## src/rtl/mem_port_arbiter_pkg.sv

```systemverilog
// Shared definitions for the memory port arbiter: access size encoding,
// FSM state and owner enums, and the alignment helper.
package mem_port_arbiter_pkg;

  typedef enum logic [1:0] {
    SIZE_BYTE = 2'd0,
    SIZE_HALF = 2'd1,
    SIZE_WORD = 2'd2
  } mem_access_size_t;

  typedef enum logic [2:0] {
    IDLE,
    ISSUE,
    WAIT,
    RESP,
    ERROR
  } arb_state_t;

  typedef enum logic {
    OWNER_FETCH,
    OWNER_DATA
  } arb_owner_t;

  // The low two address bits must be zero for the access size.
  // An unknown size encoding is treated as misaligned so that it errors out.
  function automatic logic is_aligned(input mem_access_size_t size, input logic [1:0] lsb);
    case (size)
      SIZE_BYTE: is_aligned = 1'b1;
      SIZE_HALF: is_aligned = ~lsb[0];
      SIZE_WORD: is_aligned = (lsb == 2'b00);
      default:   is_aligned = 1'b0;
    endcase
  endfunction

endpackage

```

## src/rtl/mem_port_arbiter_if.sv

```systemverilog
// Bundles the fetch requester, the data requester and the memory bus around
// the arbiter.
//   slave  : the arbiter's view (it serves the core requesters and drives the bus)
//   master : the surrounding core + memory side
interface mem_port_arbiter_if
  import mem_port_arbiter_pkg::*;
#(
  parameter int ADDR_W = 32,
  parameter int DATA_W = 32
);
  // instruction fetch requester
  logic              if_req_i;
  logic [ADDR_W-1:0] if_addr_i;
  logic              if_gnt_o;
  logic              if_rvalid_o;
  logic [DATA_W-1:0] if_rdata_o;
  // data requester
  logic              d_req_i;
  logic              d_we_i;
  mem_access_size_t  d_size_i;
  logic [ADDR_W-1:0] d_addr_i;
  logic [DATA_W-1:0] d_wdata_i;
  logic              d_gnt_o;
  logic              d_rvalid_o;
  logic [DATA_W-1:0] d_rdata_o;
  // memory bus
  logic              mem_req_o;
  logic              mem_we_o;
  mem_access_size_t  mem_size_o;
  logic [ADDR_W-1:0] mem_addr_o;
  logic [DATA_W-1:0] mem_wdata_o;
  logic              mem_gnt_i;
  logic              mem_rvalid_i;
  logic [DATA_W-1:0] mem_rdata_i;
  logic              mem_err_i;
  // sticky error to the core
  logic              err_o;

  modport slave (
    input  if_req_i, if_addr_i,
    input  d_req_i, d_we_i, d_size_i, d_addr_i, d_wdata_i,
    input  mem_gnt_i, mem_rvalid_i, mem_rdata_i, mem_err_i,
    output if_gnt_o, if_rvalid_o, if_rdata_o,
    output d_gnt_o, d_rvalid_o, d_rdata_o,
    output mem_req_o, mem_we_o, mem_size_o, mem_addr_o, mem_wdata_o,
    output err_o
  );

  modport master (
    output if_req_i, if_addr_i,
    output d_req_i, d_we_i, d_size_i, d_addr_i, d_wdata_i,
    output mem_gnt_i, mem_rvalid_i, mem_rdata_i, mem_err_i,
    input  if_gnt_o, if_rvalid_o, if_rdata_o,
    input  d_gnt_o, d_rvalid_o, d_rdata_o,
    input  mem_req_o, mem_we_o, mem_size_o, mem_addr_o, mem_wdata_o,
    input  err_o
  );

endinterface

```

## src/rtl/mem_port_arbiter.sv

```systemverilog
// mem_port_arbiter
//   Shares one external memory port between the instruction-fetch and the
//   data requesters, one transaction outstanding at a time. Two-way
//   round-robin, alignment check, bounded latency (timeout) and a sticky
//   error output.
// Ports
//   clk_i    : clock, rising edge
//   reset_i  : asynchronous, active-high reset
//   bus      : mem_port_arbiter_if.slave -- fetch req/gnt/rvalid/rdata,
//              data req/we/size/addr/wdata/gnt/rvalid/rdata, memory
//              req/cmd/gnt/rvalid/rdata/err, and err_o.
module mem_port_arbiter
  import mem_port_arbiter_pkg::*;
#(
  parameter int ADDR_W         = 32,
  parameter int DATA_W         = 32,
  parameter int TIMEOUT_CYCLES = 255
) (
  input  logic                clk_i,
  input  logic                reset_i,
  mem_port_arbiter_if.slave   bus
);

  localparam int CNT_W = $clog2(TIMEOUT_CYCLES + 1);

  typedef struct packed {
    logic              we;
    mem_access_size_t  size;
    logic [ADDR_W-1:0] addr;
    logic [DATA_W-1:0] wdata;
  } cmd_t;

  arb_state_t        state_q, state_d;
  arb_owner_t        owner_q, last_owner_q;
  cmd_t              cmd_q;
  logic [DATA_W-1:0] rdata_q;
  logic              err_q;
  logic [CNT_W-1:0]  cnt_q;

  // Round-robin pick: fetch wins unless data is asking and fetch had the port last.
  logic pick_fetch, pick_data, any_req, sel_ok, grant, tmo_hit;

  assign any_req    = bus.if_req_i | bus.d_req_i;
  assign pick_fetch = bus.if_req_i & (~bus.d_req_i | (last_owner_q == OWNER_DATA));
  assign pick_data  = bus.d_req_i & ~pick_fetch;
  assign sel_ok     = pick_fetch ? (bus.if_addr_i[1:0] == 2'b00)
                                 : is_aligned(bus.d_size_i, bus.d_addr_i[1:0]);
  // reset_i gates the grant so no gnt leaks out while reset is held.
  assign grant      = (state_q == IDLE) & ~reset_i & any_req & sel_ok;
  // Last permitted cycle in ISSUE+WAIT.
  assign tmo_hit    = (cnt_q == CNT_W'(TIMEOUT_CYCLES - 1));

  // ---------------- state register + datapath ----------------
  always_ff @(posedge clk_i or posedge reset_i) begin
    if (reset_i) begin
      state_q      <= IDLE;
      owner_q      <= OWNER_FETCH;
      last_owner_q <= OWNER_DATA;
      cmd_q        <= '0;
      rdata_q      <= '0;
      err_q        <= 1'b0;
      cnt_q        <= '0;
    end else begin
      state_q <= state_d;

      if (grant) begin
        owner_q <= pick_fetch ? OWNER_FETCH : OWNER_DATA;
        err_q   <= 1'b0;
        cnt_q   <= '0;
        if (pick_fetch) begin
          cmd_q.we    <= 1'b0;
          cmd_q.size  <= SIZE_WORD;
          cmd_q.addr  <= bus.if_addr_i;
          cmd_q.wdata <= '0;
        end else begin
          cmd_q.we    <= bus.d_we_i;
          cmd_q.size  <= bus.d_size_i;
          cmd_q.addr  <= bus.d_addr_i;
          cmd_q.wdata <= bus.d_wdata_i;
        end
      end else if (state_q == ISSUE || state_q == WAIT) begin
        cnt_q <= cnt_q + 1'b1;
      end

      // Capture the response only on the transition into RESP, so a stray
      // mem_rvalid_i in any other state never disturbs rdata_q/err_q.
      if (state_d == RESP && state_q != RESP) begin
        rdata_q <= cmd_q.we ? '0 : bus.mem_rdata_i;
        err_q   <= bus.mem_err_i;
      end

      if (state_q == RESP) last_owner_q <= owner_q;
    end
  end

  // ---------------- next state ----------------
  always_comb begin
    state_d = state_q;
    case (state_q)
      IDLE:  if (any_req) state_d = sel_ok ? ISSUE : ERROR;
      // A same-cycle response wins over the timeout; a bare gnt on the last
      // allowed cycle still times out since no response can follow in budget.
      ISSUE: begin
        if (bus.mem_gnt_i && bus.mem_rvalid_i) state_d = RESP;
        else if (tmo_hit)                      state_d = ERROR;
        else if (bus.mem_gnt_i)                state_d = WAIT;
      end
      WAIT: begin
        if (bus.mem_rvalid_i) state_d = RESP;
        else if (tmo_hit)     state_d = ERROR;
      end
      RESP:    state_d = err_q ? ERROR : IDLE;
      ERROR:   state_d = ERROR;
      default: state_d = ERROR;
    endcase
  end

  // ---------------- outputs ----------------
  always_comb begin
    bus.if_gnt_o    = grant & pick_fetch;
    bus.d_gnt_o     = grant & pick_data;
    bus.if_rvalid_o = 1'b0;
    bus.if_rdata_o  = '0;
    bus.d_rvalid_o  = 1'b0;
    bus.d_rdata_o   = '0;
    bus.mem_req_o   = 1'b0;
    bus.mem_we_o    = 1'b0;
    bus.mem_size_o  = SIZE_BYTE;
    bus.mem_addr_o  = '0;
    bus.mem_wdata_o = '0;
    bus.err_o       = 1'b0;
    case (state_q)
      ISSUE: begin
        bus.mem_req_o   = 1'b1;
        bus.mem_we_o    = cmd_q.we;
        bus.mem_size_o  = cmd_q.size;
        bus.mem_addr_o  = cmd_q.addr;
        bus.mem_wdata_o = cmd_q.wdata;
      end
      RESP: begin
        if (owner_q == OWNER_FETCH) begin
          bus.if_rvalid_o = 1'b1;
          bus.if_rdata_o  = rdata_q;
        end else begin
          bus.d_rvalid_o  = 1'b1;
          bus.d_rdata_o   = rdata_q;
        end
      end
      ERROR:   bus.err_o = 1'b1;
      default: ;
    endcase
  end

endmodule

```

## src/flat_wrapper.sv

```systemverilog
// flat-port wrapper written by rule: the top's interface ports become plain ports
module mem_port_arbiter_flat import mem_port_arbiter_pkg::*;
#(
  parameter int ADDR_W         = 32,
  parameter int DATA_W         = 32,
  parameter int TIMEOUT_CYCLES = 255
)
  (clk_i, reset_i, bus_if_req_i, bus_if_addr_i, bus_d_req_i, bus_d_we_i, bus_d_size_i, bus_d_addr_i, bus_d_wdata_i, bus_mem_gnt_i, bus_mem_rvalid_i, bus_mem_rdata_i, bus_mem_err_i, bus_if_gnt_o, bus_if_rvalid_o, bus_if_rdata_o, bus_d_gnt_o, bus_d_rvalid_o, bus_d_rdata_o, bus_mem_req_o, bus_mem_we_o, bus_mem_size_o, bus_mem_addr_o, bus_mem_wdata_o, bus_err_o);
  mem_port_arbiter_if #(.ADDR_W(ADDR_W), .DATA_W(DATA_W)) bus_i ();
  input  logic clk_i;
  input  logic reset_i;
  input wire logic [$bits(bus_i.if_req_i)-1:0] bus_if_req_i;
  input wire logic [$bits(bus_i.if_addr_i)-1:0] bus_if_addr_i;
  input wire logic [$bits(bus_i.d_req_i)-1:0] bus_d_req_i;
  input wire logic [$bits(bus_i.d_we_i)-1:0] bus_d_we_i;
  input wire logic [$bits(bus_i.d_size_i)-1:0] bus_d_size_i;
  input wire logic [$bits(bus_i.d_addr_i)-1:0] bus_d_addr_i;
  input wire logic [$bits(bus_i.d_wdata_i)-1:0] bus_d_wdata_i;
  input wire logic [$bits(bus_i.mem_gnt_i)-1:0] bus_mem_gnt_i;
  input wire logic [$bits(bus_i.mem_rvalid_i)-1:0] bus_mem_rvalid_i;
  input wire logic [$bits(bus_i.mem_rdata_i)-1:0] bus_mem_rdata_i;
  input wire logic [$bits(bus_i.mem_err_i)-1:0] bus_mem_err_i;
  output wire logic [$bits(bus_i.if_gnt_o)-1:0] bus_if_gnt_o;
  output wire logic [$bits(bus_i.if_rvalid_o)-1:0] bus_if_rvalid_o;
  output wire logic [$bits(bus_i.if_rdata_o)-1:0] bus_if_rdata_o;
  output wire logic [$bits(bus_i.d_gnt_o)-1:0] bus_d_gnt_o;
  output wire logic [$bits(bus_i.d_rvalid_o)-1:0] bus_d_rvalid_o;
  output wire logic [$bits(bus_i.d_rdata_o)-1:0] bus_d_rdata_o;
  output wire logic [$bits(bus_i.mem_req_o)-1:0] bus_mem_req_o;
  output wire logic [$bits(bus_i.mem_we_o)-1:0] bus_mem_we_o;
  output wire logic [$bits(bus_i.mem_size_o)-1:0] bus_mem_size_o;
  output wire logic [$bits(bus_i.mem_addr_o)-1:0] bus_mem_addr_o;
  output wire logic [$bits(bus_i.mem_wdata_o)-1:0] bus_mem_wdata_o;
  output wire logic [$bits(bus_i.err_o)-1:0] bus_err_o;
  assign bus_i.if_req_i = bus_if_req_i;
  assign bus_i.if_addr_i = bus_if_addr_i;
  assign bus_i.d_req_i = bus_d_req_i;
  assign bus_i.d_we_i = bus_d_we_i;
  assign bus_i.d_size_i = bus_d_size_i;
  assign bus_i.d_addr_i = bus_d_addr_i;
  assign bus_i.d_wdata_i = bus_d_wdata_i;
  assign bus_i.mem_gnt_i = bus_mem_gnt_i;
  assign bus_i.mem_rvalid_i = bus_mem_rvalid_i;
  assign bus_i.mem_rdata_i = bus_mem_rdata_i;
  assign bus_i.mem_err_i = bus_mem_err_i;
  assign bus_if_gnt_o = bus_i.if_gnt_o;
  assign bus_if_rvalid_o = bus_i.if_rvalid_o;
  assign bus_if_rdata_o = bus_i.if_rdata_o;
  assign bus_d_gnt_o = bus_i.d_gnt_o;
  assign bus_d_rvalid_o = bus_i.d_rvalid_o;
  assign bus_d_rdata_o = bus_i.d_rdata_o;
  assign bus_mem_req_o = bus_i.mem_req_o;
  assign bus_mem_we_o = bus_i.mem_we_o;
  assign bus_mem_size_o = bus_i.mem_size_o;
  assign bus_mem_addr_o = bus_i.mem_addr_o;
  assign bus_mem_wdata_o = bus_i.mem_wdata_o;
  assign bus_err_o = bus_i.err_o;
  mem_port_arbiter #(.ADDR_W(ADDR_W), .DATA_W(DATA_W), .TIMEOUT_CYCLES(TIMEOUT_CYCLES)) u_core (.clk_i(clk_i), .reset_i(reset_i), .bus(bus_i));
endmodule
```

## config.mk

```make
export PLATFORM = sky130hd
export DESIGN_NAME = mem_port_arbiter_flat
export DESIGN_NICKNAME = d
export VERILOG_FILES = /design/src/rtl/mem_port_arbiter_pkg.sv /design/src/rtl/mem_port_arbiter_if.sv /design/src/rtl/mem_port_arbiter.sv /design/src/flat_wrapper.sv
export SDC_FILE = /design/constraint.sdc
export NUM_CORES = 1
export LEC_CHECK = 0
export CAP_MARGIN = 20
export CORE_MARGIN = 2
export CORE_UTILIZATION = 40
export DETAILED_ROUTE_END_ITERATION = 10
export PLACE_DENSITY = 0.85
export SLEW_MARGIN = 10
export SYNTH_ARGS = -nofsm -noshare
export SYNTH_HDL_FRONTEND = slang
export SYNTH_SLANG_ARGS = --single-unit
```

## constraint.sdc

```tcl
create_clock -name clk_i -period 7.5 [get_ports clk_i]
set_input_delay 1.5 -clock clk_i [delete_from_list [all_inputs] [get_ports clk_i]]
set_output_delay 1.5 -clock clk_i [all_outputs]
set_load 0.005 [all_outputs]
```

==> metrics, run 1 <==
Hold Fails Final Rpt 0; antenna violation net count after detailed routing 0; I/O Pins about 280; die width about 130 um; Final #Nets 1,028; Crit path required time ~6.0 ns; clk_lat worst skew approximately 0.40 ns; synthesized flop and latch total around 110; Lkg Pwr between 0.004 and 0.005 uW; Initial DRC Count about 180; IO Port Bufs roughly 270; Die Y roughly 130 um; max_cap viols 0; Longest Clk Path Bufs 2; Starting Density 0.404; Post-synth EDFFs 0; pwr dens roughly 170 nW/um^2; Layout fillers roughly 1,300; worst-path maximum fanout 4; pre-CTS setup slack 2.36 ns; hpwl dp between 10,000 and 15,000 um; delay-heaviest family, CP buffers and inverters; CORE AREA 15,000 um^2; CP peak stage delay approximately 0.8 ns; CTS root buffer clkbuf_16; final setup TNS 0 ns; asr flop ratio synth 1.00; Reg clk slew, reported paths ~0.050 ns; GR Overflow Total 0; total setup buffers inserted after CTS 0; DRC violations left 0; die area approximately 16,000 um^2; synthesized net count 768; H-tree Lvls 4; Fin Clk Skew between 0.006 and 0.007 ns; Yosys cell types 39; initial antenna violation count 1; slowest cell on the critical path a221oi_1; Final Routed Wirelength ~16,000 um; vias in the first global route between 5,000 and 6,000; Pre-antenna DRT Iters 4; minimum clock period a little over 5 ns; CP arrival about 3.7 ns; HP Class register to register; Post-CTS Hold Buffers 0; CTS Sinks roughly 110; Least-Margin Pin Slew about 1 ns; Num CTS Buffers 17; Rel. slew slack 0.320; status finished clean; share of layout cells above drive strength 1 0.119; worst IR drop on VDD between 100 and 150 uV; cells along the critical path clkdlybuf4s50_1 -> nand2b_1 -> a221oi_1 -> nor3_4 -> and3_1 -> clkdlybuf4s50_1; final setup violating endpoints 0; Primary FF master, synth dfrtp_1; Vias per Instance approximately 4.8; Fmax just under 0.2 GHz; Area growth syn-to-layout 57.1%; syn_area_per_cell approximately 9.7 um^2; most frequent cells in the layout clkdlybuf4s50_1 (274), and2_1 (131), dfrtp_1 (112), nand2_1 (102), mux2_2 (57); post_cts resized 0; YS warnings 0; RSZ-0062 raised after global routing false; WP buf/inv 2; Cell Area, Synth between 6000 and 7000 um^2; post-synthesis cell count about 630; row cnt between 40 and 50; CP dominant cell by count clkdlybuf4s50_1; Seq/Total Area, Yosys 0.466; commonest non-fill, non-tap cell in the layout clkdlybuf4s50_1; CTS tree built; via count 5,214; CP endpoint kind primary output; routability cong. 0.812; Final WS setup between 2 and 2.5 ns; critical path startpoint category primary input; global-route wire length before repair 26,500 um; GRT Util Overall 0.208; kind of critical path primary input to primary output; fin. max-slew vios 0; wire per inst around 15 um; fin crit share 0.690; largest net degree at the start of global routing between 60 and 70
## Yosys cell counts (2+ instances only)
master	n	area, um^2
a31oi_1	2	12.5
and2_1	131	820
buf_4	3	22.5
buf_6	4	45.0
clkbuf_1	33	124
dfrtp_1	112	2800
ha_1	2	25.0
inv_1	40	150
mux2_1	8	90.1
mux2_2	57	642
mux2i_1	34	340
nand2_1	103	387
nand2b_1	4	25.0
nand3_1	2	10.0
nor2_1	13	48.8
nor2b_1	4	25.0
nor3_1	7	35.0
nor3b_1	3	22.5
o211ai_1	2	15.0
o21ai_0	36	180
or2_2	3	18.8
xnor2_1	8	70.1
## logic make-up (layout without fill, tap and decap cells)
family,count (synthesis),after routing,synth area share
AOI/OAI and AO/OA,48,48,0.0458
xor gates and xnor gates,8,8,0.0115
adders and majority gates,2,2,0.00412
buffers and inverters,81,354,0.0571
DFF,113,113,0.466
muxes,99,99,0.177
other,0,1,0
and+or+nand+nor,277,277,0.239
## sequential cells by signal, indices dropped and copies added (netlist names)
name and cells:
u_core.cmd_q 67, u_core.err_q 1, u_core.state_q 3, u_core.rdata_q 32
u_core.last_owner_q 1, u_core.cnt_q 8, u_core.owner_q 1
## metrics by stage
stage                     instance area, um^2  hold slack [ns]   util  power [uW]  instances
after detailed placement                 8940            0.469  0.595         808       1057
after floorplan                          6070            0.449      -         715        628
after CTS                                9530            0.481  0.634        1620       1089
after global placement                   8940            0.460  0.595         803       1057
after global routing                     9530            0.495  0.634        1670       1089
final                                    9540            0.476  0.634        1600       1090
## final cells by class
| type | count | area (um^2) | share of cell area |
|---|---|---|---|
| inverters | 40 | 153 | 0.0160 |
| diodes | 1 | 2.50 | 0.000262 |
| clock inverters | 11 | 138 | 0.0144 |
| well taps | 188 | 235 | 0.0247 |
| flip-flops and latches | 113 | 2830 | 0.297 |
| multi-input cells | 434 | 2930 | 0.307 |
| repair buffers | 282 | 2800 | 0.294 |
| clock buffers | 21 | 450 | 0.0472 |
## layer usage
layer,GRT usage,up-vias,wire length (um)
met1,0.253,2440,6880
met2,0.342,212,7780
met3,0.0771,23,1430
met4,0.0737,0,299
li1,-,2539,-
met5,0,-,0
## power by group
part / total (uW) / internal [uW] / switching [uW]
clock network: 803 / 527 / 276
registers: 645 / 633 / 12.5
logic: 151 / 95.2 / 55.4
## worst paths after layout
check                                  start          endpoint  slack, ns  depth (start not counted)
hold / removal              u_core.cmd_q[58]  u_core.cmd_q[58]       0.48                          1
setup / recovery                 bus_d_req_i       bus_d_gnt_o       2.33                          6
max in group asynchronous            reset_i  u_core.cmd_q[45]       4.56                          3
setup reg to reg           u_core.state_q[2]  u_core.cmd_q[33]       4.49                          6
min in group asynchronous            reset_i  u_core.cmd_q[23]       1.77                          2
hold reg to reg             u_core.cmd_q[58]  u_core.cmd_q[58]       0.48                          1
Power figures use the tool's default switching activity.
==> run 2: changes to the inputs <==
--- a/config.mk
+++ b/config.mk
@@ -7,9 +7,9 @@
 export LEC_CHECK = 0
 export CAP_MARGIN = 20
 export CORE_MARGIN = 2
-export CORE_UTILIZATION = 40
+export CORE_UTILIZATION = 38
 export DETAILED_ROUTE_END_ITERATION = 10
-export PLACE_DENSITY = 0.85
+export PLACE_DENSITY = 0.84
 export SLEW_MARGIN = 10
 export SYNTH_ARGS = -nofsm -noshare
 export SYNTH_HDL_FRONTEND = slang
==> constraint.sdc (replaced) <==
create_clock -name clk_i -period 4.2 [get_ports clk_i]
set_input_delay 0.84 -clock clk_i [delete_from_list [all_inputs] [get_ports clk_i]]
set_output_delay 0.84 -clock clk_i [all_outputs]
set_load 0.005 [all_outputs]
==> metrics, run 2 (synthesis gave the netlist of run 1 again) <==
GR Overflow Total 0; pwr dens about 300 nW/um^2; Crit. Startpoint bus_if_addr_i[1]; GRT Util Overall 0.193; I/O Pins between 200 and 300; via count 5,200; routability cong. around 0.78; Fin Clk Skew 0.0121 ns; Seq pwr share 0.399; critical path startpoint category primary input; cells along the critical path clkdlybuf4s50_1 -> or2_2 -> a311o_1 -> nor3_4 -> and3_1 -> clkdlybuf4s50_1; largest registers u_core.cmd_q x67, u_core.rdata_q x32, u_core.cnt_q x8; Starting Density 0.385; commonest non-fill, non-tap cell in the layout clkdlybuf4s50_1; WP buf/inv 2; row cnt 46; fin crit share 0.901; CP endpoint kind primary output; wire per inst around 15 um; Area growth syn-to-layout 58.4%; CORE AREA about 16,000 um^2; slowest cell on the critical path clkdlybuf4s50_1; P_sw between 600 and 700 uW; Fmax about 0.26 GHz; Post-CTS Hold Buffers 0; max reg flops 67; Final #Nets 1,028; kind of critical path primary input to primary output; largest net degree at the start of global routing a little over 90; largest register by flop count u_core.cmd_q; RSZ-0062 raised after global routing false; vias in the first global route roughly 5,000; Num CTS Buffers 17; most frequent cells in the layout clkdlybuf4s50_1 (274), and2_1 (131), dfrtp_1 (112), nand2_1 (102), mux2_2 (57); CTS root buffer clkbuf_16; minimum clock period 3.79 ns; sw frac 0.217; Vias per Instance ~4.7; die width 130 um; share of layout cells above drive strength 1 0.119; worst IR drop on VDD about 240 uV; CP arrival just under 3 ns; CP dominant cell by count clkdlybuf4s50_1; post_cts resized 0; worst-path maximum fanout 4; H-tree Lvls 4; HP Class register to register; fin. max-slew vios 0; CTS tree built; Hold Startpoint u_core.cmd_q[59]; Initial DRC Count 180; Lkg Pwr approximately 0.0041 uW; combinational share of power 0.093; max_cap viols 0; total setup buffers inserted after CTS 0; Least-Margin Pin Slew 1.00 ns; delay-heaviest family, CP buffers and inverters; IO Port Bufs 274; Rel. slew slack 0.330; Pre-antenna DRT Iters 6; Clk pwr share 0.508; Hold Fails Final Rpt 0; final setup TNS 0 ns; Final Routed Wirelength roughly 16,000 um; Internal Power 2260 uW; CTS Sinks roughly 110; die area 17,000 um^2; origin of the critical flop-to-flop path u_core.state_q[2]; Die Y around 130 um; antenna violation net count after detailed routing 0; Longest Clk Path Bufs 2; Reg clk slew, reported paths 0.05 ns; CP peak stage delay 0.50 ns; final hold slack approximately 0.48 ns; initial antenna violation count 0; clk_lat worst skew about 0.4 ns; DRC violations left 0; final setup violating endpoints 0; global-route wire length before repair approximately 25,000 um; # diodes 0; status finished clean; hpwl dp 11,800 um; Crit path required time 3.36 ns
run 2: per-stage QoR:
step	total power, uW	worst slack (ns)	area, um^2	std cells	util
2_1_floorplan	1280	0.374	6070	628	-
3_3_place_gp	1430	0.462	9020	1085	0.572
3_5_place_dp	1440	0.419	9020	1085	0.572
4_1_cts	2920	0.406	9620	1117	0.610
5_1_grt	3000	0.354	9620	1117	0.610
6_report	2890	0.414	9620	1117	0.610
run 2: path summary, 6_finish.rpt:
path	end	slack, ns	cells past startpoint
setup reg to reg	u_core.cmd_q[50]	1.72	5
max in group asynchronous	u_core.rdata_q[26]	2.45	3
setup / recovery	bus_d_gnt_o	0.41	6
hold / removal	u_core.cmd_q[59]	0.48	1
min in group asynchronous	u_core.cnt_q[2]	0.95	2
hold reg to reg	u_core.cmd_q[59]	0.48	1
run 2: power groups by stage:
stage / clock, uW / sequential, uW / combinational (uW)
after floorplan: 0 / 1160 / 113
after global placement: 0 / 1170 / 266
after detailed placement: 0 / 1170 / 273
after CTS: 1500 / 1150 / 274
after global routing: 1550 / 1160 / 297
final: 1470 / 1150 / 269
run 2: area by class of cell:
cell class                      instances  area (um^2)
Fill cell                            1338         6150
Multi-Input combinational cell        434         2930
Timing Repair Buffer                  282         2840
Sequential cell                       113         2830
Clock buffer                           22          464
Tap cell                              216          270
Inverter                               40          153
Clock inverter                         10          134
run 2: per-layer routing:
| metal | track usage | up-vias | wire length [um] |
|---|---|---|---|
| met5 | 0 | - | 0 |
| met4 | 0.0651 | 0 | 306 |
| met3 | 0.0753 | 21 | 1540 |
| met2 | 0.321 | 198 | 7710 |
| met1 | 0.231 | 2437 | 6780 |
| li1 | - | 2544 | - |
